===== config.mk =====
export PLATFORM = sky130hd
export DESIGN_NAME = rtc_access_arbiter_flat
export DESIGN_NICKNAME = d
export VERILOG_FILES = /design/src/rtl/rtc_access_arbiter_if.sv /design/src/rtl/rtc_access_arbiter.sv /design/src/flat_wrapper.sv
export SDC_FILE = /design/constraint.sdc
export NUM_CORES = 1
export LEC_CHECK = 0
export CORE_ASPECT_RATIO = 1.4
export CORE_MARGIN = 3
export CORE_UTILIZATION = 34
export DETAILED_ROUTE_END_ITERATION = 16
export MAX_ROUTING_LAYER = met4
export PLACE_DENSITY_LB_ADDON = 0.25
export REMOVE_ABC_BUFFERS = 1
export SYNTH_ARGS = -nofsm -noshare
export SYNTH_HDL_FRONTEND = slang
export SYNTH_SLANG_ARGS = --single-unit

===== constraint.sdc =====
create_clock -name CLK -period 4.6 [get_ports CLK]
set_input_delay 0.92 -clock CLK [delete_from_list [all_inputs] [get_ports CLK]]
set_output_delay 0.92 -clock CLK [all_outputs]
set_load 0.005 [all_outputs]

===== src/rtl/rtc_access_arbiter_if.sv =====
// Bundle of requester, engine and status signals around the RTC access arbiter.
// master = requesters/engine side, slave = arbiter side.
interface rtc_access_arbiter_if;
  logic [2:0] REQ;
  logic [6:0] DIR_RD;
  logic [6:0] DIR_WR;
  logic [7:0] DAT_WR;
  logic [6:0] DIR_ST;
  logic [7:0] DAT_ST;
  logic       FRW;
  logic [7:0] DIN;
  logic [2:0] GNT;
  logic [2:0] DONE;
  logic       Acceso;
  logic       Mod;
  logic [6:0] Dir;
  logic [7:0] DOUT;
  logic [7:0] RD_DATA;
  logic       BUSY;
  logic       ERR;

  modport master (
    output REQ, DIR_RD, DIR_WR, DAT_WR, DIR_ST, DAT_ST, FRW, DIN,
    input  GNT, DONE, Acceso, Mod, Dir, DOUT, RD_DATA, BUSY, ERR
  );

  modport slave (
    input  REQ, DIR_RD, DIR_WR, DAT_WR, DIR_ST, DAT_ST, FRW, DIN,
    output GNT, DONE, Acceso, Mod, Dir, DOUT, RD_DATA, BUSY, ERR
  );
endinterface


===== src/rtl/rtc_access_arbiter.sv =====
// Shares one RTC read/write engine between menu sweep, user write and status-clear requesters.
// Optional WAIT timeout with ERR pulse is enabled by defining RTC_ARB_TIMEOUT_EN.
module rtc_access_arbiter #(
  parameter int STARVE_MAX = 4
`ifdef RTC_ARB_TIMEOUT_EN
  , parameter int TIMEOUT_CYC = 255
`endif
) (
  input logic                 CLK,
  input logic                 RST_N,
  rtc_access_arbiter_if.slave bus
);

  localparam int SW = $clog2(STARVE_MAX + 1);
  localparam logic [SW-1:0] STARVE_LIM = SW'(STARVE_MAX);

  typedef enum logic [1:0] {S_IDLE, S_ISSUE, S_WAIT, S_DONE} state_t;

  state_t        state_q, state_d;
  logic [2:0]    gnt_q, gnt_d;
  logic          mod_q, mod_d;
  logic [6:0]    dir_q, dir_d;
  logic [7:0]    dout_q, dout_d;
  logic [7:0]    rd_data_q, rd_data_d;
  logic [SW-1:0] starve_q, starve_d;
  logic [2:0]    sel;
`ifdef RTC_ARB_TIMEOUT_EN
  logic [7:0]    tmo_q, tmo_d;
  logic          err_q, err_d;
`endif

  always_comb begin
    state_d   = state_q;
    gnt_d     = gnt_q;
    mod_d     = mod_q;
    dir_d     = dir_q;
    dout_d    = dout_q;
    rd_data_d = rd_data_q;
    starve_d  = starve_q;
    sel       = 3'b000;
`ifdef RTC_ARB_TIMEOUT_EN
    tmo_d     = tmo_q;
    err_d     = err_q;
`endif
    case (state_q)
      S_IDLE: begin
        if (|bus.REQ) begin
          // a starved menu sweep overrides the fixed priority for one arbitration
          if (bus.REQ[0] && (starve_q == STARVE_LIM)) sel = 3'b001;
          else if (bus.REQ[2])                        sel = 3'b100;
          else if (bus.REQ[1])                        sel = 3'b010;
          else                                        sel = 3'b001;
          gnt_d   = sel;
          state_d = S_ISSUE;
          case (sel)
            3'b100: begin
              mod_d  = 1'b1;
              dir_d  = bus.DIR_ST;
              dout_d = bus.DAT_ST;
            end
            3'b010: begin
              mod_d  = 1'b1;
              dir_d  = bus.DIR_WR;
              dout_d = bus.DAT_WR;
            end
            default: begin
              mod_d  = 1'b0;
              dir_d  = bus.DIR_RD;
              dout_d = 8'h00;
            end
          endcase
          if (sel[0])
            starve_d = '0;
          else if (bus.REQ[0] && (starve_q != STARVE_LIM))
            starve_d = starve_q + 1'b1;
        end
      end
      S_ISSUE: begin
        state_d = S_WAIT;
`ifdef RTC_ARB_TIMEOUT_EN
        tmo_d   = 8'd0;
`endif
      end
      S_WAIT: begin
        if (bus.FRW) begin
          state_d = S_DONE;
          if (!mod_q) rd_data_d = bus.DIN;
        end
`ifdef RTC_ARB_TIMEOUT_EN
        else begin
          tmo_d = tmo_q + 8'd1;
          if (tmo_d == 8'(TIMEOUT_CYC)) begin
            state_d = S_DONE;
            err_d   = 1'b1;
          end
        end
`endif
      end
      S_DONE: begin
        state_d = S_IDLE;
        gnt_d   = 3'b000;
        mod_d   = 1'b0;
        dout_d  = 8'h00;
`ifdef RTC_ARB_TIMEOUT_EN
        err_d   = 1'b0;
`endif
      end
      default: state_d = S_IDLE;
    endcase
    // a dropped menu request forfeits its accumulated starvation credit
    if (!bus.REQ[0]) starve_d = '0;
  end

  always_ff @(posedge CLK) begin
    if (!RST_N) begin
      state_q   <= S_IDLE;
      gnt_q     <= 3'b000;
      mod_q     <= 1'b0;
      dir_q     <= 7'h00;
      dout_q    <= 8'h00;
      rd_data_q <= 8'h00;
      starve_q  <= '0;
`ifdef RTC_ARB_TIMEOUT_EN
      tmo_q     <= 8'd0;
      err_q     <= 1'b0;
`endif
    end else begin
      state_q   <= state_d;
      gnt_q     <= gnt_d;
      mod_q     <= mod_d;
      dir_q     <= dir_d;
      dout_q    <= dout_d;
      rd_data_q <= rd_data_d;
      starve_q  <= starve_d;
`ifdef RTC_ARB_TIMEOUT_EN
      tmo_q     <= tmo_d;
      err_q     <= err_d;
`endif
    end
  end

  assign bus.GNT     = gnt_q;
  assign bus.DONE    = (state_q == S_DONE) ? gnt_q : 3'b000;
  assign bus.Acceso  = (state_q == S_ISSUE);
  assign bus.Mod     = mod_q;
  assign bus.Dir     = dir_q;
  assign bus.DOUT    = dout_q;
  assign bus.RD_DATA = rd_data_q;
  assign bus.BUSY    = (state_q != S_IDLE);
`ifdef RTC_ARB_TIMEOUT_EN
  assign bus.ERR     = err_q;
`else
  assign bus.ERR     = 1'b0;
`endif

endmodule

===== src/flat_wrapper.sv =====
// flat-port wrapper written by rule: the top's interface ports become plain ports
module rtc_access_arbiter_flat 
#(
  parameter int STARVE_MAX = 4

)
  (CLK, RST_N, bus_REQ, bus_DIR_RD, bus_DIR_WR, bus_DAT_WR, bus_DIR_ST, bus_DAT_ST, bus_FRW, bus_DIN, bus_GNT, bus_DONE, bus_Acceso, bus_Mod, bus_Dir, bus_DOUT, bus_RD_DATA, bus_BUSY, bus_ERR);
  rtc_access_arbiter_if bus_i ();
  input logic CLK;
  input logic RST_N;
  input wire logic [$bits(bus_i.REQ)-1:0] bus_REQ;
  input wire logic [$bits(bus_i.DIR_RD)-1:0] bus_DIR_RD;
  input wire logic [$bits(bus_i.DIR_WR)-1:0] bus_DIR_WR;
  input wire logic [$bits(bus_i.DAT_WR)-1:0] bus_DAT_WR;
  input wire logic [$bits(bus_i.DIR_ST)-1:0] bus_DIR_ST;
  input wire logic [$bits(bus_i.DAT_ST)-1:0] bus_DAT_ST;
  input wire logic [$bits(bus_i.FRW)-1:0] bus_FRW;
  input wire logic [$bits(bus_i.DIN)-1:0] bus_DIN;
  output wire logic [$bits(bus_i.GNT)-1:0] bus_GNT;
  output wire logic [$bits(bus_i.DONE)-1:0] bus_DONE;
  output wire logic [$bits(bus_i.Acceso)-1:0] bus_Acceso;
  output wire logic [$bits(bus_i.Mod)-1:0] bus_Mod;
  output wire logic [$bits(bus_i.Dir)-1:0] bus_Dir;
  output wire logic [$bits(bus_i.DOUT)-1:0] bus_DOUT;
  output wire logic [$bits(bus_i.RD_DATA)-1:0] bus_RD_DATA;
  output wire logic [$bits(bus_i.BUSY)-1:0] bus_BUSY;
  output wire logic [$bits(bus_i.ERR)-1:0] bus_ERR;
  assign bus_i.REQ = bus_REQ;
  assign bus_i.DIR_RD = bus_DIR_RD;
  assign bus_i.DIR_WR = bus_DIR_WR;
  assign bus_i.DAT_WR = bus_DAT_WR;
  assign bus_i.DIR_ST = bus_DIR_ST;
  assign bus_i.DAT_ST = bus_DAT_ST;
  assign bus_i.FRW = bus_FRW;
  assign bus_i.DIN = bus_DIN;
  assign bus_GNT = bus_i.GNT;
  assign bus_DONE = bus_i.DONE;
  assign bus_Acceso = bus_i.Acceso;
  assign bus_Mod = bus_i.Mod;
  assign bus_Dir = bus_i.Dir;
  assign bus_DOUT = bus_i.DOUT;
  assign bus_RD_DATA = bus_i.RD_DATA;
  assign bus_BUSY = bus_i.BUSY;
  assign bus_ERR = bus_i.ERR;
  rtc_access_arbiter #(.STARVE_MAX(STARVE_MAX)) u_core (.CLK(CLK), .RST_N(RST_N), .bus(bus_i));
endmodule

# Yosys cells after proc, flatten, opt, wreduce, memory -nomap -nowiden
# Cells that the tools add are included.
[classes]
addsub = 1
eq_ne = 9
mux = 20
n_bitwise = 1
reduce_logical = 14
[op_table]
columns = ["op", "n"]
rows = [
  ["one-hot mux 8 bit (2 select lines)", 2],
  ["two-way mux 3 bit", 8],
  ["one-hot mux 7 bit (2 select lines)", 1],
  ["two-way mux 8 bit", 1],
  ["one-hot mux 2 bit (4 select lines)", 1],
  ["AND reduction 2 bit", 4],
  ["== test 3 bit (second input constant)", 2],
  ["two-way mux 2 bit", 3],
  ["one-hot mux 3 bit (2 select lines)", 1],
  ["AND reduction 3 bit", 2],
  ["nonzero test 2 bit", 3],
  ["== test 2 bit (second input constant)", 2],
  ["adder 3 x 1 -> 3 bit (second input constant)", 1],
  ["== test 3 x 2 -> 1 bit (second input constant)", 1],
  ["!= test 3 bit (second input constant)", 1],
  ["OR reduction 3 bit", 1],
  ["== test 2 x 1 -> 1 bit (second input constant)", 1],
  ["logical AND 1 bit", 2],
  ["zero test 2 bit", 1],
  ["two-way mux 1 bit", 2],
  ["!= test 2 x 1 -> 1 bit (second input constant)", 1],
  ["!= test 2 bit (second input constant)", 1],
  ["one-hot mux 1 bit (2 select lines)", 1],
  ["OR reduction 2 bit", 1],
  ["inverter 1 bit", 1],
]
[totals]
register_bits = 32
inputBits = 51
output_inout_bits = 33
wordCells = 52

# Longest topological paths before layout
# Gate-level depths: netlist of the first run.
[depth]
depth_word = 10
mapped_depth = 8

# Worst setup path after synthesis of the first run
# OpenSTA, ideal clock, no wires.
[synth_timing]
path_type = "input port to flip-flop"
start = "input bus_REQ[2]"
end = "register u_core.dout_q[0], in the netlist u_core.bus.DOUT[0]"
setup_ns = 0.073
t_arrival_ns = 1.890
slack_ns = 2.637
cell_stages = 6
path_cell_list = "buf_6 > nor4b_2 > o21bai_2 > and2_1 > buf_4 > o2bb2ai_1"
[synth_via]
elab_chain_len = 8
[synth_rtl]
columns = ["item", "line", "rtl"]
rows = [
  ["start, declared", "flat_wrapper.sv:11", "input wire logic [$bits(bus_i.REQ)-1:0] bus_REQ;"],
  ["two-way mux 3 bit", "rtc_access_arbiter.sv:50", "else if (bus.REQ[2]) sel = 3'b100;"],
  ["two-way mux 3 bit", "rtc_access_arbiter.sv:49", "if (bus.REQ[0] && (starve_q == STARVE_LIM)) sel = 3'b001;"],
  ["two-way mux 3 bit", "rtc_access_arbiter.sv:47", "if (|bus.REQ) begin"],
  ["two-way mux 3 bit", "rtc_access_arbiter.sv:45", "case (state_q)"],
  ["== test 3 x 2 -> 1 bit or == test 3 bit (tied branches)", "rtc_access_arbiter.sv:55", "case (sel)"],
  ["one-hot mux 8 bit (2 select lines)", "rtc_access_arbiter.sv:55", ""],
  ["two-way mux 8 bit", "rtc_access_arbiter.sv:47", ""],
  ["one-hot mux 8 bit (2 select lines)", "rtc_access_arbiter.sv:45", ""],
  ["end signal, assigned", "rtc_access_arbiter.sv:132", "dout_q <= dout_d;"],
  ["end, declared", "rtc_access_arbiter.sv:23", "logic [7:0] dout_q, dout_d;"],
]
# Parallel ways exist; a longest one is shown, timed or not. The select of a mux whose other input is x is not followed.
# A chain may end at the register's enable or synchronous reset.

# Worst setup path in the final report of the first run
[layout_timing]
start = "input bus_REQ[2]"
end = "register u_core.dout_q[5], in the netlist u_core.bus.DOUT[5]"
# Same word-level chain as after synthesis.

==> run metrics, run 1 <==
first-pass GRT wire length=7270 µm; clock latency on the worst-skew pair=280 ps; switch share=30.1%; DRT Wirelength=4510 µm; top-count cell post-synth=dfxtp_1; EDFF count, synth=0; Req. time, crit path=4800 ps; initial antenna violation count=0; most frequent cells after synthesis=32 x dfxtp_1, 17 x nor2_1, 13 x nor2b_1, 12 x nand2_1; unrepaired setup endpoints after global routing=no; worst slew pin tran=about 1000 ps; sequential power share=36.3%; kind of critical path=in -> reg; PwrDens=394 nW/µm²; Worst Skew=8.85 ps; CP max stage cell=clkdlybuf4s50_1; final setup vio count=0; Worst setup EP type=flop; Internal=between 0.7 and 0.8 mW; clock-pin transition on the worst setup and hold timing paths=70 ps; Initial Util=35.8%; # DRC=0; Resized Gates After CTS=0; share of cells above drive strength 1=5.24%; root buffer cell=clkbuf_8; Mean Syn Cell Area=8.73 µm²; H-tree depth reported by CTS=2; Seq/Total Area, Yosys=between 30% and 40%; Max VDD drop=0.000302 V; Crit path largest cell delay=940 ps; Final Max Tran Viols=0; vias in the first global route=1,603; core box area=4610 µm²; largest net degree at the start of global routing=27; Post-synth ARST share=0%; Max-Cap Viols=0; Synth top area share=38.8%; num rows=29; routed via count=1,626; beginning of the critical path=bus_REQ[2]; arrival time worst endpoint=3110 ps; Crit Reg-Reg Endpoint=u_core.bus.DOUT[5]; cts hold-fix bufs=0; Hold Slack=around 460 ps; crit share post-route=around 63%; CTS Buffer Depth=2; R2R Path Start=u_core.state_q[0]; Syn Std Cell Area=1650 µm²; final core occ=56.2%; relative slew slack=32.7%; DRT iter0 DRCs=around 50; clock power share=26.0%; R2R depth=6; top_reg_cell synth=dfxtp_1; DR vias/cell=4.94; die area=5730 µm²; CP cell instances=clkdlybuf4s50_1, nor4b_2, o21bai_2, and2_1, o2bb2ai_1; CTS tree=built; Top-Level Pins=84; Inserted Clock Buffers=5; WL per Instance=13.7 µm; aggregate global-route resource usage=16.6%; minimum clock period=2900 ps; postcts setup bufs=0; status=completed; crit start category=input port; Post-Synthesis Cells=189; Port Buffers=82; total clock sinks=32; cell area after layout=2590 µm²; combinational power share=37.7%; synth unique cells=34; Hold Crit Class=reg -> reg; total gr overflow=0; Pre-antenna DRT Iters=4; Static Leakage=just over 1 nW; antenna viol nets, final=0; dpl cell area=approximately 2500 µm²; FMAX=~0.34 GHz; Detailed Place HPWL=3390 µm; Ys Warns=0; number of nets in the layout=roughly 320; Die X=64.9 µm; Die Ht=88.4 µm; r2r setup slk=about 2600 ps; Setup crit end=u_core.bus.DOUT[5]; Area growth syn-to-layout=57.1%; ANT cells=0; cell taking the most area after synthesis=dfxtp_1; total negative setup slack=0 ps; Final Hold Fails=0; Placer Congestion=0.698; NetSw=~0.31 mW; #FFs+latches synth=32; critical-path maximum fanout=26; largest cells by area after synthesis=dfxtp_1 39%, mux2i_1 5.5%, ha_1 5.3%
==> per-stage QoR <==
step | power [mW] | cells | setup slack, ps
2_1_floorplan | 0.557 | 177 | 2710
3_3_place_gp | 0.761 | 321 | 1460
3_5_place_dp | 0.766 | 321 | 1440
4_1_cts | 1.04 | 329 | 1730
5_1_grt | 1.09 | 329 | 1460
6_report | 1.02 | 329 | 1700
==> cell usage in the layout (no fill, tap or decap), types with 2 or more instances in the layout <==
cell type        count
nand2b_1             2
a22oi_1             11
clkbuf_8             5
nand2_1             12
nor2_1              17
and2_1               4
nor3_1               2
ha_1                 7
o31ai_1              9
dfxtp_1             32
mux2i_1              9
o2bb2ai_1            8
a31oi_1              6
nand3b_1             7
nand3_1              5
inv_1               11
clkdlybuf4s50_1     82
o21ai_0              6
a21oi_1              5
nor2b_1             13
==> flip-flops by register name (all words and copies together) (netlist names) <==
name	count
u_core.bus.RD_DATA	8
u_core.bus.Dir	7
u_core.bus.GNT	3
u_core.bus.DOUT	8
u_core.bus.Mod	1
u_core.state_q	2
u_core.starve_q	3
==> kinds of logic (layout without fill, tap and decap cells) <==
group / after synthesis / after routing / synth area share, %
AO/OA/AOI/OAI: 48 / 48 / 20.8
adder cells (fa/ha/maj): 7 / 7 / 5.31
buffers and inverters: 24 / 102 / 6.68
flip-flops: 32 / 32 / 38.8
multiplexers: 9 / 9 / 5.46
other: 1 / 1 / 0.227
AND/OR/NAND/NOR: 68 / 68 / 22.7
==> worst max-delay path: cells and delay by family <==
family,cells,cell delay [ps]
buffers and inverters,1,940
AND/OR/NAND/NOR,2,860
AO/OA/AOI/OAI,2,390
==> worst min path at each step <==
| stage | start | end | slack, ps | cells past startpoint |
|---|---|---|---|---|
| after floorplan | u_core.starve_q[1] | u_core.starve_q[1] | 450 | 2 |
| after global placement | u_core.bus.Dir[3] | u_core.bus.Dir[3] | 440 | 2 |
| after detailed placement | u_core.bus.Dir[2] | u_core.bus.Dir[2] | 440 | 2 |
| after CTS | u_core.bus.Dir[2] | u_core.bus.Dir[2] | 460 | 2 |
| after global routing | u_core.bus.Dir[2] | u_core.bus.Dir[2] | 480 | 2 |
| final | u_core.bus.Dir[2] | u_core.bus.Dir[2] | 460 | 2 |
==> area by class of cell <==
class / count / area [µm²]
timing repair buffer: 82 / 821
clock buffer: 6 / 72.6
tap: 62 / 77.6
fill: 437 / 2020
sequential: 32 / 641
clock inverter: 2 / 35.0
multi-input combinational: 133 / 898
inverter: 12 / 45.0
==> power by group through the flow <==
stage	registers [mW]	logic [mW]	clock network (mW)
3_5_place_dp	0.376	0.390	0
4_1_cts	0.371	0.392	0.272
6_report	0.370	0.385	0.265
5_1_grt	0.377	0.428	0.284
2_1_floorplan	0.376	0.181	0
3_3_place_gp	0.376	0.385	0
==> layer usage <==
metal	vias to the layer above	part of all wire (%)	global-route usage (%)
met5	-	0	-
met4	0	0.58	4.04
met3	4	8.5	5.72
met2	67	48	27.0
met1	741	43	19.6
li1	814	-	-
No activity file was read; power rests on OpenSTA's default activity.
==> run 2: changes to the inputs <==
Clock period 4.6 ns to 2.5 ns, I/O delays scaled along.
==> run metrics, run 2 (synthesis gave the netlist of run 1 again) <==
cts hold-fix bufs=0 (unchanged); buffer and inverter count on the worst path=3 (+2); CP max stage cell=clkdlybuf4s50_1; DRT Wirelength=4730 µm (+5.0%); met3 GRT Util=4.70% (-1.0 points); antenna viol nets, final=0 (unchanged); met2 usage=29.1% (+2.1 points); Hold Crit Class=reg -> reg; dpl ws=241 ps (-1200 ps); Resized Gates After CTS=0 (unchanged); ANT cells=0 (unchanged); die area=5730 µm² (unchanged); Pre-antenna DRT Iters=4 (unchanged); arrival time worst endpoint=1770 ps (-1340 ps); crit start category=flop; root buffer cell=clkbuf_8; CTS tree=built; Max VDD drop=0.000416 V (+38%); Worst setup EP type=output port; total gr overflow=0 (unchanged); minimum clock period=2270 ps; Die Ht=88.4 µm (unchanged); setup slack after layout=227 ps (-1470 ps); routed via count=1,640 (+0.86%); Placer Congestion=0.742 (+6.3%); postcts setup bufs=0 (unchanged); Max-Cap Viols=0 (unchanged); Area growth syn-to-layout=57.5%; DR vias/cell=4.92 (-0.35%); Final Max Tran Viols=0 (unchanged); total negative setup slack=0 ps (unchanged); commonest cells after routing, fill and taps aside=82 x clkdlybuf4s50_1, 32 x dfxtp_1, 17 x nor2_1; largest net degree at the start of global routing=24 (-11%); most common cell after layout, fill and taps aside=clkdlybuf4s50_1; H-tree depth reported by CTS=2 (unchanged); total clock sinks=32 (unchanged); FMAX=0.440 GHz; Inserted Clock Buffers=5 (unchanged); WL per Instance=14.2 µm (+3.7%); initial antenna violation count=0 (unchanged); relative slew slack=63.2% (+31 points); PwrDens=689 nW/µm² (+75%); first-pass GRT wire length=7770 µm (+6.8%); Pwr Total=1.79 mW (+75%); CP cell instances=inv_1, ha_1, inv_2, clkdlybuf4s50_1; vias in the first global route=1,616 (+0.81%); unrepaired setup endpoints after global routing=no; Static Leakage=1.04 nW (+0.99%); Top-Level Pins=84 (unchanged); share of cells above drive strength 1=6.64% (+1.4 points); Initial Util=35.8% (unchanged); CTS Buffer Depth=2 (unchanged); Detailed Place HPWL=3550 µm (+4.8%); num rows=29 (unchanged); Port Buffers=82 (unchanged); kind of critical path=reg -> out; Worst path top cell family by delay=buffers and inverters; final non-filler cell total=333 (+1.2%); status=completed; critical-path maximum fanout=10 (-62%); Die X=64.9 µm (unchanged); Worst Skew=9.09 ps (+0.241 ps); worst slew pin tran=550 ps (-457 ps); clock latency on the worst-skew pair=280 ps (about the same); Inst Count DP=326 (+1.6%); final setup vio count=0 (unchanged); crit share post-route=90.9%; Crit path largest cell delay=520 ps (-420 ps); core box area=4610 µm² (unchanged); met1 GRT Util=21.2% (+1.6 points); number of nets in the layout=329 (+1.5%); Req. time, crit path=2000 ps (-2800 ps); clock-pin transition on the worst setup and hold timing paths=70 ps (about the same); aggregate global-route resource usage=17.9% (+1.3 points); global-route layer with the greatest usage=met2; # DRC=0 (unchanged); DRT iter0 DRCs=95 (+94%); Final Hold Fails=0 (unchanged)
[run 2: per-stage QoR]
step / hold WS [ps] / cell area (µm²) / util (%)
2_1_floorplan: 448 / 1580 / -
6_report: 453 / 2600 / 56.4
3_5_place_dp: 440 / 2520 / 54.7
4_1_cts: 456 / 2600 / 56.4
5_1_grt: 478 / 2600 / 56.4
3_3_place_gp: 439 / 2520 / 54.7
[run 2: layout make-up]
| type | instances | area (µm²) |
|---|---|---|
| Fill cell | 453 | 2010 |
| Multi-Input combinational cell | 133 | 898 |
| Timing Repair Buffer | 87 | 858 |
| Sequential cell | 32 | 641 |
| Tap cell | 62 | 77.6 |
| Clock buffer | 6 | 72.6 |
| Inverter | 12 | 45.0 |
| Clock inverter | 1 | 5.00 |
[run 2: worst min-delay path, stage by stage, from the launching register on]
cell	delay, ps
dfxtp_1	310
nand2_1	50
o31ai_1	50
[run 2: power by group]
part           total [mW]  leakage, nW  internal [mW]  switching, mW
Clock               0.374       0.0410          0.189          0.185
Sequential          0.680        0.262          0.616         0.0633
Combinational       0.736        0.733          0.416          0.320
[run 2: worst paths after layout]
path	from	end	slack (ps)	cells after the start
max	u_core.state_q[0]	bus_BUSY	230	4
min	u_core.bus.Dir[0]	u_core.bus.Dir[0]	450	2
min reg2reg	u_core.bus.Dir[0]	u_core.bus.Dir[0]	450	2
max reg2reg	u_core.state_q[0]	u_core.bus.DOUT[0]	460	6
[run 2: per-layer routing]
layer	wire length (µm)	part of all wire, %
met1	2000	42
met2	2290	48
met3	329	7.0
met5	0	0
met4	108	2.3
==> run 3: changes to the inputs <==
--- a/constraint.sdc
+++ b/constraint.sdc
@@ -3,2 +3,2 @@
 set_output_delay 0.5 -clock CLK [all_outputs]
-set_load 0.005 [all_outputs]
+set_load 0.01 [all_outputs]
==> results of run 3 <==
Same layout as run 2 (identical final DEF). Status: completed.
Among the figures that moved: setup slack after layout 227 ps -> 192 ps; total power 1.79 mW -> 1.83 mW; worst IR drop on VDD 0.000416 V -> 0.000421 V
